`src/rtl/audio_mixer_nch_if.sv`:
```
// Source-side bundle for audio_mixer_nch: packed samples, channel config port, mute,
// and the mixed PCM / bitstream outputs.
interface audio_mixer_nch_if #(
    parameter int NCH  = 4,
    parameter int W    = 8,
    parameter int VOLW = 4,
    parameter int OUTW = 12
);
    localparam int CHW = (NCH > 1) ? $clog2(NCH) : 1;

    logic [NCH*W-1:0] samples;
    logic             cfg_we;
    logic [CHW-1:0]   cfg_addr;
    logic [VOLW+1:0]  cfg_data;
    logic             mute;
    logic [OUTW-1:0]  pcm_left;
    logic [OUTW-1:0]  pcm_right;
    logic             mix_strobe;
    logic             audio_left;
    logic             audio_right;

    modport master (
        output samples, cfg_we, cfg_addr, cfg_data, mute,
        input  pcm_left, pcm_right, mix_strobe, audio_left, audio_right
    );

    modport slave (
        input  samples, cfg_we, cfg_addr, cfg_data, mute,
        output pcm_left, pcm_right, mix_strobe, audio_left, audio_right
    );
endinterface

```
`src/rtl/audio_mixer_nch.sv`:
```
// N-channel stereo mixer: one channel MAC per clock, saturating PCM latch per frame and a
// first-order sigma-delta DAC per side. Define MIXER_DITHER_EN to add LFSR dither to the DACs.
module audio_mixer_nch #(
    parameter int NCH   = 4,
    parameter int W     = 8,
    parameter int VOLW  = 4,
    parameter int OUTW  = 12,
    parameter int SHIFT = 2
) (
    input logic              clk,
    input logic              rst,
    audio_mixer_nch_if.slave bus
);
    localparam int CHW  = (NCH > 1) ? $clog2(NCH) : 1;
    localparam int TW   = W + VOLW;
    localparam int ACCW = TW + $clog2(NCH);
    localparam int MW   = (ACCW > OUTW) ? ACCW : OUTW;
    localparam logic [CHW-1:0]  LAST_CH = CHW'(NCH - 1);
    localparam logic [OUTW-1:0] OUT_MAX = '1;

    logic [CHW-1:0]           ch;
    logic [NCH-1:0][VOLW-1:0] vol;
    logic [NCH-1:0]           pan_l;
    logic [NCH-1:0]           pan_r;
    logic [ACCW-1:0]          acc_l;
    logic [ACCW-1:0]          acc_r;
    logic [W-1:0]             cur_sample;
    logic [TW-1:0]            term;
    logic [ACCW-1:0]          sum_l;
    logic [ACCW-1:0]          sum_r;
    logic                     frame_end;
    logic [OUTW-1:0]          pcm_l;
    logic [OUTW-1:0]          pcm_r;
    logic                     strobe_q;
    logic [OUTW:0]            dac_l;
    logic [OUTW:0]            dac_r;
    logic [OUTW-1:0]          dac_in_l;
    logic [OUTW-1:0]          dac_in_r;

    function automatic logic [OUTW-1:0] saturate(input logic [ACCW-1:0] raw);
        logic [MW-1:0] shifted;
        shifted = MW'(raw) >> SHIFT;
        return (shifted > MW'(OUT_MAX)) ? OUT_MAX : shifted[OUTW-1:0];
    endfunction

    // The visited channel's sample is taken live; there is no frame-wide snapshot.
    always_comb begin
        cur_sample = bus.samples[int'(ch) * W +: W];
        term       = TW'(cur_sample) * TW'(vol[ch]);
        sum_l      = acc_l + (pan_l[ch] ? ACCW'(term) : '0);
        sum_r      = acc_r + (pan_r[ch] ? ACCW'(term) : '0);
        frame_end  = (ch == LAST_CH);
    end

    always_ff @(posedge clk) begin
        if (rst) begin
            ch       <= '0;
            acc_l    <= '0;
            acc_r    <= '0;
            pcm_l    <= '0;
            pcm_r    <= '0;
            strobe_q <= 1'b0;
        end else begin
            ch       <= frame_end ? '0 : ch + 1'b1;
            strobe_q <= frame_end;
            if (frame_end) begin
                acc_l <= '0;
                acc_r <= '0;
                pcm_l <= bus.mute ? '0 : saturate(sum_l);
                pcm_r <= bus.mute ? '0 : saturate(sum_r);
            end else begin
                acc_l <= sum_l;
                acc_r <= sum_r;
            end
        end
    end

    // Defaults of full volume, both sides, let the block mix sensibly before any writes.
    always_ff @(posedge clk) begin
        if (rst) begin
            vol   <= '1;
            pan_l <= '1;
            pan_r <= '1;
        end else if (bus.cfg_we && (int'(bus.cfg_addr) < NCH)) begin
            vol[bus.cfg_addr]   <= bus.cfg_data[VOLW-1:0];
            pan_l[bus.cfg_addr] <= bus.cfg_data[VOLW+1];
            pan_r[bus.cfg_addr] <= bus.cfg_data[VOLW];
        end
    end

`ifdef MIXER_DITHER_EN
    logic [15:0] lfsr;

    always_ff @(posedge clk) begin
        if (rst) begin
            lfsr <= 16'hACE1;
        end else begin
            lfsr <= {1'b0, lfsr[15:1]} ^ (lfsr[0] ? 16'hB400 : 16'h0000);
        end
    end

    always_comb begin
        dac_in_l = (pcm_l == OUT_MAX) ? OUT_MAX : pcm_l + OUTW'(lfsr[0]);
        dac_in_r = (pcm_r == OUT_MAX) ? OUT_MAX : pcm_r + OUTW'(lfsr[0]);
    end
`else
    assign dac_in_l = pcm_l;
    assign dac_in_r = pcm_r;
`endif

    // The carry out of an OUTW-bit phase accumulator is the bitstream.
    always_ff @(posedge clk) begin
        if (rst) begin
            dac_l <= '0;
            dac_r <= '0;
        end else begin
            dac_l <= {1'b0, dac_l[OUTW-1:0]} + {1'b0, dac_in_l};
            dac_r <= {1'b0, dac_r[OUTW-1:0]} + {1'b0, dac_in_r};
        end
    end

    assign bus.pcm_left    = pcm_l;
    assign bus.pcm_right   = pcm_r;
    assign bus.mix_strobe  = strobe_q;
    assign bus.audio_left  = dac_l[OUTW];
    assign bus.audio_right = dac_r[OUTW];
endmodule
```
`src/flat_wrapper.sv`:
```
// flat-port wrapper written by rule: the top's interface ports become plain ports
module audio_mixer_nch_flat 
#(
    parameter int NCH   = 4,
    parameter int W     = 8,
    parameter int VOLW  = 4,
    parameter int OUTW  = 12,
    parameter int SHIFT = 2
)
  (clk, rst, bus_samples, bus_cfg_we, bus_cfg_addr, bus_cfg_data, bus_mute, bus_pcm_left, bus_pcm_right, bus_mix_strobe, bus_audio_left, bus_audio_right);
  audio_mixer_nch_if #(.NCH(NCH), .W(W), .VOLW(VOLW), .OUTW(OUTW)) bus_i ();
  input logic clk;
  input logic rst;
  input wire logic [$bits(bus_i.samples)-1:0] bus_samples;
  input wire logic [$bits(bus_i.cfg_we)-1:0] bus_cfg_we;
  input wire logic [$bits(bus_i.cfg_addr)-1:0] bus_cfg_addr;
  input wire logic [$bits(bus_i.cfg_data)-1:0] bus_cfg_data;
  input wire logic [$bits(bus_i.mute)-1:0] bus_mute;
  output wire logic [$bits(bus_i.pcm_left)-1:0] bus_pcm_left;
  output wire logic [$bits(bus_i.pcm_right)-1:0] bus_pcm_right;
  output wire logic [$bits(bus_i.mix_strobe)-1:0] bus_mix_strobe;
  output wire logic [$bits(bus_i.audio_left)-1:0] bus_audio_left;
  output wire logic [$bits(bus_i.audio_right)-1:0] bus_audio_right;
  assign bus_i.samples = bus_samples;
  assign bus_i.cfg_we = bus_cfg_we;
  assign bus_i.cfg_addr = bus_cfg_addr;
  assign bus_i.cfg_data = bus_cfg_data;
  assign bus_i.mute = bus_mute;
  assign bus_pcm_left = bus_i.pcm_left;
  assign bus_pcm_right = bus_i.pcm_right;
  assign bus_mix_strobe = bus_i.mix_strobe;
  assign bus_audio_left = bus_i.audio_left;
  assign bus_audio_right = bus_i.audio_right;
  audio_mixer_nch #(.NCH(NCH), .W(W), .VOLW(VOLW), .OUTW(OUTW), .SHIFT(SHIFT)) u_core (.clk(clk), .rst(rst), .bus(bus_i));
endmodule
```
`config.mk`:
```
export PLATFORM = sky130hd
export DESIGN_NAME = audio_mixer_nch_flat
export DESIGN_NICKNAME = d
export VERILOG_FILES = /design/src/rtl/audio_mixer_nch_if.sv /design/src/rtl/audio_mixer_nch.sv /design/src/flat_wrapper.sv
export SDC_FILE = /design/constraint.sdc
export NUM_CORES = 1
export LEC_CHECK = 0
export ABC_AREA = 0
export CAP_MARGIN = 40
export CORE_MARGIN = 4
export CORE_UTILIZATION = 52
export CTS_BUF_LIST = sky130_fd_sc_hd__clkbuf_4 sky130_fd_sc_hd__clkbuf_8 sky130_fd_sc_hd__clkbuf_16
export CTS_CLUSTER_DIAMETER = 200
export CTS_CLUSTER_SIZE = 28
export DETAILED_ROUTE_END_ITERATION = 12
export GPL_ROUTABILITY_DRIVEN = 0
export GPL_TIMING_DRIVEN = 0
export PLACE_DENSITY = 0.77
export RECOVER_POWER = 100
export REMOVE_ABC_BUFFERS = 1
export SYNTH_ARGS = -nofsm -noshare
export SYNTH_HDL_FRONTEND = slang
export SYNTH_SLANG_ARGS = --single-unit
```
`constraint.sdc`:
```
create_clock -name clk -period 6.2 [get_ports clk]
set_input_delay 1.86 -clock clk [delete_from_list [all_inputs] [get_ports clk]]
set_output_delay 1.86 -clock clk [all_outputs]
set_load 0.02 [all_outputs]
```
Yosys cells after proc, flatten, opt, wreduce, memory -nomap -nowiden
Cells that the tools add are included.

Word-level logic and storage cells: 48. Output and inout port bits: 27. Register bits: 105. Input bits: 44.

$add $sub $neg: 5. Mux-type cells: 19. Shifts and indexed selects: 1. Reduce and logical (&&, ||, !) cells: 2. Eq/ne operators: 1. $lt $le $gt $ge: 5. $mul: 1.

Operators by type and width (number): two-way mux 12 bit (6); variable part select 32 x 6 -> 8 bit (1); adder 14 bit (2); adder 12 x 12 -> 13 bit (2); greater-than comparator 12 bit (second input constant) (2); bitwise mux 16 bit (1); multiplier 8 x 4 -> 12 bit (1); binary-select mux 4 bit (select 2 bit) (1); bitwise mux 4 bit (2); demux 4 bit (select 2 bit) (1); two-way mux 4 bit (2); < comparator 2 x 3 -> 1 bit (second input constant) (2); binary-select mux 1 bit (select 2 bit) (2); two-way mux 1 bit (3); adder 2 x 1 -> 2 bit (second input constant) (1); demux 1 bit (select 2 bit) (1); == test 2 bit (second input constant) (1); >= comparator 2 x 1 -> 1 bit (second input constant) (1); OR reduction 2 bit (1); logical AND 1 bit (1).

Depth between registers and ports, before layout
Depth in word-level cells: 8. Gate-level depth with buffers: 21. Mapped depth without buffers: 18.

Worst setup path before layout
Ideal clock, no wire load.

Path kind: input port to flip-flop. Start: in bus_samples[25]. End: reg u_core.pcm_l[10], in the netlist u_core.bus.pcm_left[10]. Setup slack: -0.250 ns. Data required time: 6.083 ns. Stages: 18. Arrival time: 6.333 ns. Path buffers: 0. Library setup time: 0.117 ns. Cells stage by stage: mux4_2 -> and2_1 -> fa_1 -> inv_1 -> fa_1 -> inv_1 -> ha_1 -> o21a_1 -> a21o_1 -> a2111oi_4 -> o21ai_1 -> nor3b_1 -> ha_1 -> nand3_1 -> or4b_1 -> a31oi_1 -> o21ai_1 -> a32o_1.

Cells in the longest elaborated chain, start to end: 7.

Ends and longest elaborated chain: start: declaration (line flat_wrapper.sv:14) `input wire logic [$bits(bus_i.samples)-1:0] bus_samples;`; variable part select 32 x 6 -> 8 bit * (line audio_mixer_nch.sv:48) `cur_sample = bus.samples[int'(ch) * W +: W];`; multiplier 8 x 4 -> 12 bit * (line audio_mixer_nch.sv:49) `term = TW'(cur_sample) * TW'(vol[ch]);`; two-way mux 12 bit * (line audio_mixer_nch.sv:50) `sum_l = acc_l + (pan_l[ch] ? ACCW'(term) : '0);`; adder 14 bit * (line audio_mixer_nch.sv:50); greater-than comparator 12 bit (line audio_mixer_nch.sv:43) `return (shifted > MW'(OUT_MAX)) ? OUT_MAX : shifted[OUTW-1:0];`; two-way mux 12 bit * (line audio_mixer_nch.sv:43); two-way mux 12 bit * (line audio_mixer_nch.sv:69) `pcm_l <= bus.mute ? '0 : saturate(sum_l);`; end signal: assignment (line audio_mixer_nch.sv:69); end: declaration (line audio_mixer_nch.sv:32) `logic [OUTW-1:0] pcm_l;`.

Mark *: on every way between the ends. The rest lies on a longest branch, timed or not. A chain may end at the register's enable or synchronous reset.

Final worst setup path
Start: in bus_samples[20]. End: reg u_core.pcm_r[10], in the netlist u_core.bus.pcm_right[10].

Cells in the longest elaborated chain, start to end: 7.

Ends and longest elaborated chain: variable part select 32 x 6 -> 8 bit * (line audio_mixer_nch.sv:48); multiplier 8 x 4 -> 12 bit * (line audio_mixer_nch.sv:49); two-way mux 12 bit * (line audio_mixer_nch.sv:51) `sum_r = acc_r + (pan_r[ch] ? ACCW'(term) : '0);`; adder 14 bit * (line audio_mixer_nch.sv:51); greater-than comparator 12 bit (line audio_mixer_nch.sv:43); two-way mux 12 bit * (line audio_mixer_nch.sv:43); two-way mux 12 bit * (line audio_mixer_nch.sv:70) `pcm_r <= bus.mute ? '0 : saturate(sum_r);`; end signal: assignment (line audio_mixer_nch.sv:70); end: declaration (line audio_mixer_nch.sv:33) `logic [OUTW-1:0] pcm_r;`.

Marked as above.

==> out/results.ini <==
[outcome]
status=finished with violations
violations=negative setup slack

[grt]
grt_start_max_net_pins=45
overflow=0
antenna_found_initial=0
grt_usage_pct=24.4
grt_pass1_vias=6516
grt_pass1_wl_um=30000

[timing]
min_period_ns=6.48
worst_slack_ns=-0.278
max-slew-margin-rel_pct=24.7
setup_tns_ns=-1.97
setup_viol=17
fmax_ghz=0.154
finClkSkew_ns=0.0107
hold_violations=0
tightest_slew_ns=1.13
slew_violations=0
period_share_pct=104
rsz0062_at_grt=yes

[cells_and_area]
fill_cells=969
drive_gt1_share_pct=21.7
ff_latch_area_um2=2100
layout.nets=1013
syn2layout_area_growth_pct=29.5
multiInputGateArea_um2=5210
num_antenna_cells=0

[setup_path]
path_class=primary input to flop
rr_endpoint=u_core.bus.pcm_right[10]$_SDFFE_PP0P_
path_cells=dlygate4sd2_1 -> mux4_2 -> and2_4 -> fa_1 -> inv_1 -> fa_1 -> inv_2 -> ha_4 -> o21a_1 -> a21o_1 -> a2111oi_4 -> buf_4 -> nor3_2 -> nor3b_2 -> ha_4 -> buf_6 -> a211oi_4 -> o21bai_1 -> or3_1 -> a32o_1
critPathSlowestCell=mux4_2
worstPathRequired_ns=6.46
max_stage_delay_ns=0.50
critPathCaptureType=flop
r2r_start=u_core.ch[0]$_SDFF_PP0_
rr_worst_depth=20
critical_path_arrival_ns=6.74
start_kind=primary input
r2r_slack_ns=0.38
worstPathMaxFanout=4

[drt]
first_pass_iters=5
ant_nets=0
drt_iter0_markers=416
num_vias=6519
wire_per_inst_um=18.0
drc=0
wirelength_um=19300
via_per_inst=6.10

[logic_synthesis]
synth.ff_latch_count=105
yosys_warnings=0
syn_area_um2=7000
synth_edf_count=0
ys_types=67
async_flop_share_pct=0
yosys.area.top_type=dfxtp_1
ys_seq_area_share_pct=30.0
synth_cells=780
synthFlopType=dfxtp_1
synth_top_area_share_pct=30.0
synth_area_leaders=dfxtp_1 (30%), ha_1 (12%), fa_1 (4.6%)
yosysMostFrequentCell=dfxtp_1
avgSynthCellArea_um2=8.97
synth_common_cells=dfxtp_1 (105), nand2_1 (74), ha_1 (65)

[clock_tree]
clkLatencyLatePin_ns=0.37
clock_sinks=105
h-tree-depth=3
cts-hold-fix-buffers=0
clk_pin_slew_ns=0.07
clock_path_buffers=2
root_buffer=clkbuf_16
cts_buffers=9
cts_tree=yes

[placement]
io_buffers=70
hpwlAfterDp_um=12600

[floorplanning]
fp.dieH_um=124
die_w_um=124
core_area_um2=13200
fp-row-count=42
dieArea_um2=15400
boundaryPins=71
initial_core_util_pct=53.1

[worst_hold_path]
min-delay-start=u_core.pan_r[1]$_SDFFE_PP1P_
hold_depth=2
min_to=u_core.pan_r[1]$_SDFFE_PP1P_
hp-class=flop to flop

[flow_run]
maxCapViolations=0

[repair_timing]
item,CTS,global route
pin swaps,50,41
setup buffers,27,17
gates resized for setup,124,58
endpoints found under the setup margin,20,20
[flip-flops by register name, indices dropped and copies added (netlist names)]
| name | cells |
|---|---|
| u_core.vol | 16 |
| u_core.acc_l | 14 |
| u_core.acc_r | 14 |
| u_core.dac_l | 13 |
| u_core.dac_r | 13 |
| u_core.bus.pcm_left | 12 |
| u_core.bus.pcm_right | 12 |
| u_core.pan_l | 4 |
| u_core.pan_r | 4 |
| u_core.ch | 2 |
| u_core.bus.mix_strobe | 1 |
[per-stage QoR]
| step | hold WS (ns) | instance area [µm²] | worst slack (ns) | std cells | utilization (%) |
|---|---|---|---|---|---|
| after floorplan | 0.435 | 6920 | -0.250 | 759 | - |
| after global placement | 0.445 | 7840 | -0.964 | 1005 | 59.4 |
| after detailed placement | 0.458 | 7940 | -1.11 | 1009 | 60.2 |
| after CTS | 0.479 | 8690 | -0.0925 | 1052 | 65.9 |
| after global routing | 0.491 | 9070 | -0.376 | 1069 | 68.7 |
| final | 0.477 | 9070 | -0.278 | 1069 | 68.7 |
[worst max-delay path, delay by kind of cell]
| family | cells | cell delay (ns) |
|---|---|---|
| mux | 1 | 0.50 |
| simple gates | 4 | 0.85 |
| compound gates | 6 | 1.41 |
| buf+inv | 5 | 0.65 |
| fa+ha+maj | 4 | 1.48 |
[worst max path at each step]
stage	end	slack (ns)	start
after global placement	u_core.bus.pcm_left[10]$_SDFFE_PP0P_	-0.96	bus_samples[26]
final	u_core.bus.pcm_right[10]$_SDFFE_PP0P_	-0.28	bus_samples[20]
after global routing	u_core.bus.pcm_left[10]$_SDFFE_PP0P_	-0.38	bus_samples[26]
after detailed placement	u_core.bus.pcm_left[10]$_SDFFE_PP0P_	-1.11	bus_samples[25]
after CTS	u_core.bus.pcm_left[10]$_SDFFE_PP0P_	-0.09	bus_samples[26]
after floorplan	u_core.bus.pcm_left[10]$_SDFFE_PP0P_	-0.25	bus_samples[25]
[area by class of cell]
type,instances,area share [%]
tap,176,2.43
sequential,105,23.2
multi-input combinational,614,57.5
timing repair buffer,118,12.0
clock buffer,9,2.48
inverter,40,1.66
clock inverter,7,0.787
[routing by layer]
metal | global-route usage [%] | wire length, µm
met5 | 0 | 0
met1 | 28.3 | 7640
met4 | 8.15 | 567
met2 | 44.4 | 10000
met3 | 5.27 | 1040
[cell usage in the layout (no fill, tap or decap), types with 5 or more instances in the layout]
cell type and n:
a211o_1 6, a211oi_1 10, a21o_1 22, a21oi_1 26, a21oi_2 5, a22o_1 7
a32o_1 9, and2_1 28, and2_4 12, and3_1 10, buf_4 37, buf_6 13
clkbuf_16 9, clkdlybuf4s50_1 14, dfxtp_1 105, dlygate4sd2_1 14, dlygate4sd3_1 28, fa_1 14
ha_1 48, ha_2 6, ha_4 11, inv_1 35, mux2i_1 13, mux4_2 14
nand2_1 68, nand3_1 32, nand4_1 5, nor2_1 53, nor2b_1 14, nor3_1 17
nor3_2 6, o211ai_1 6, o21a_1 17, o21ai_0 21, o21ai_1 9, or3_1 6
xnor2_1 7, xor2_1 10
[logic make-up after synthesis]
group | share of synthesized area, %
simple gates | 22.2
compound gates | 18.9
flops | 30.0
fa+ha+maj | 16.2
buf+inv | 3.32
mux | 7.15
xor+xnor | 2.25
Power is left out: the tool's default activity adds up to more than one toggle a clock period on the data nets, which glitch-free logic cannot reach.
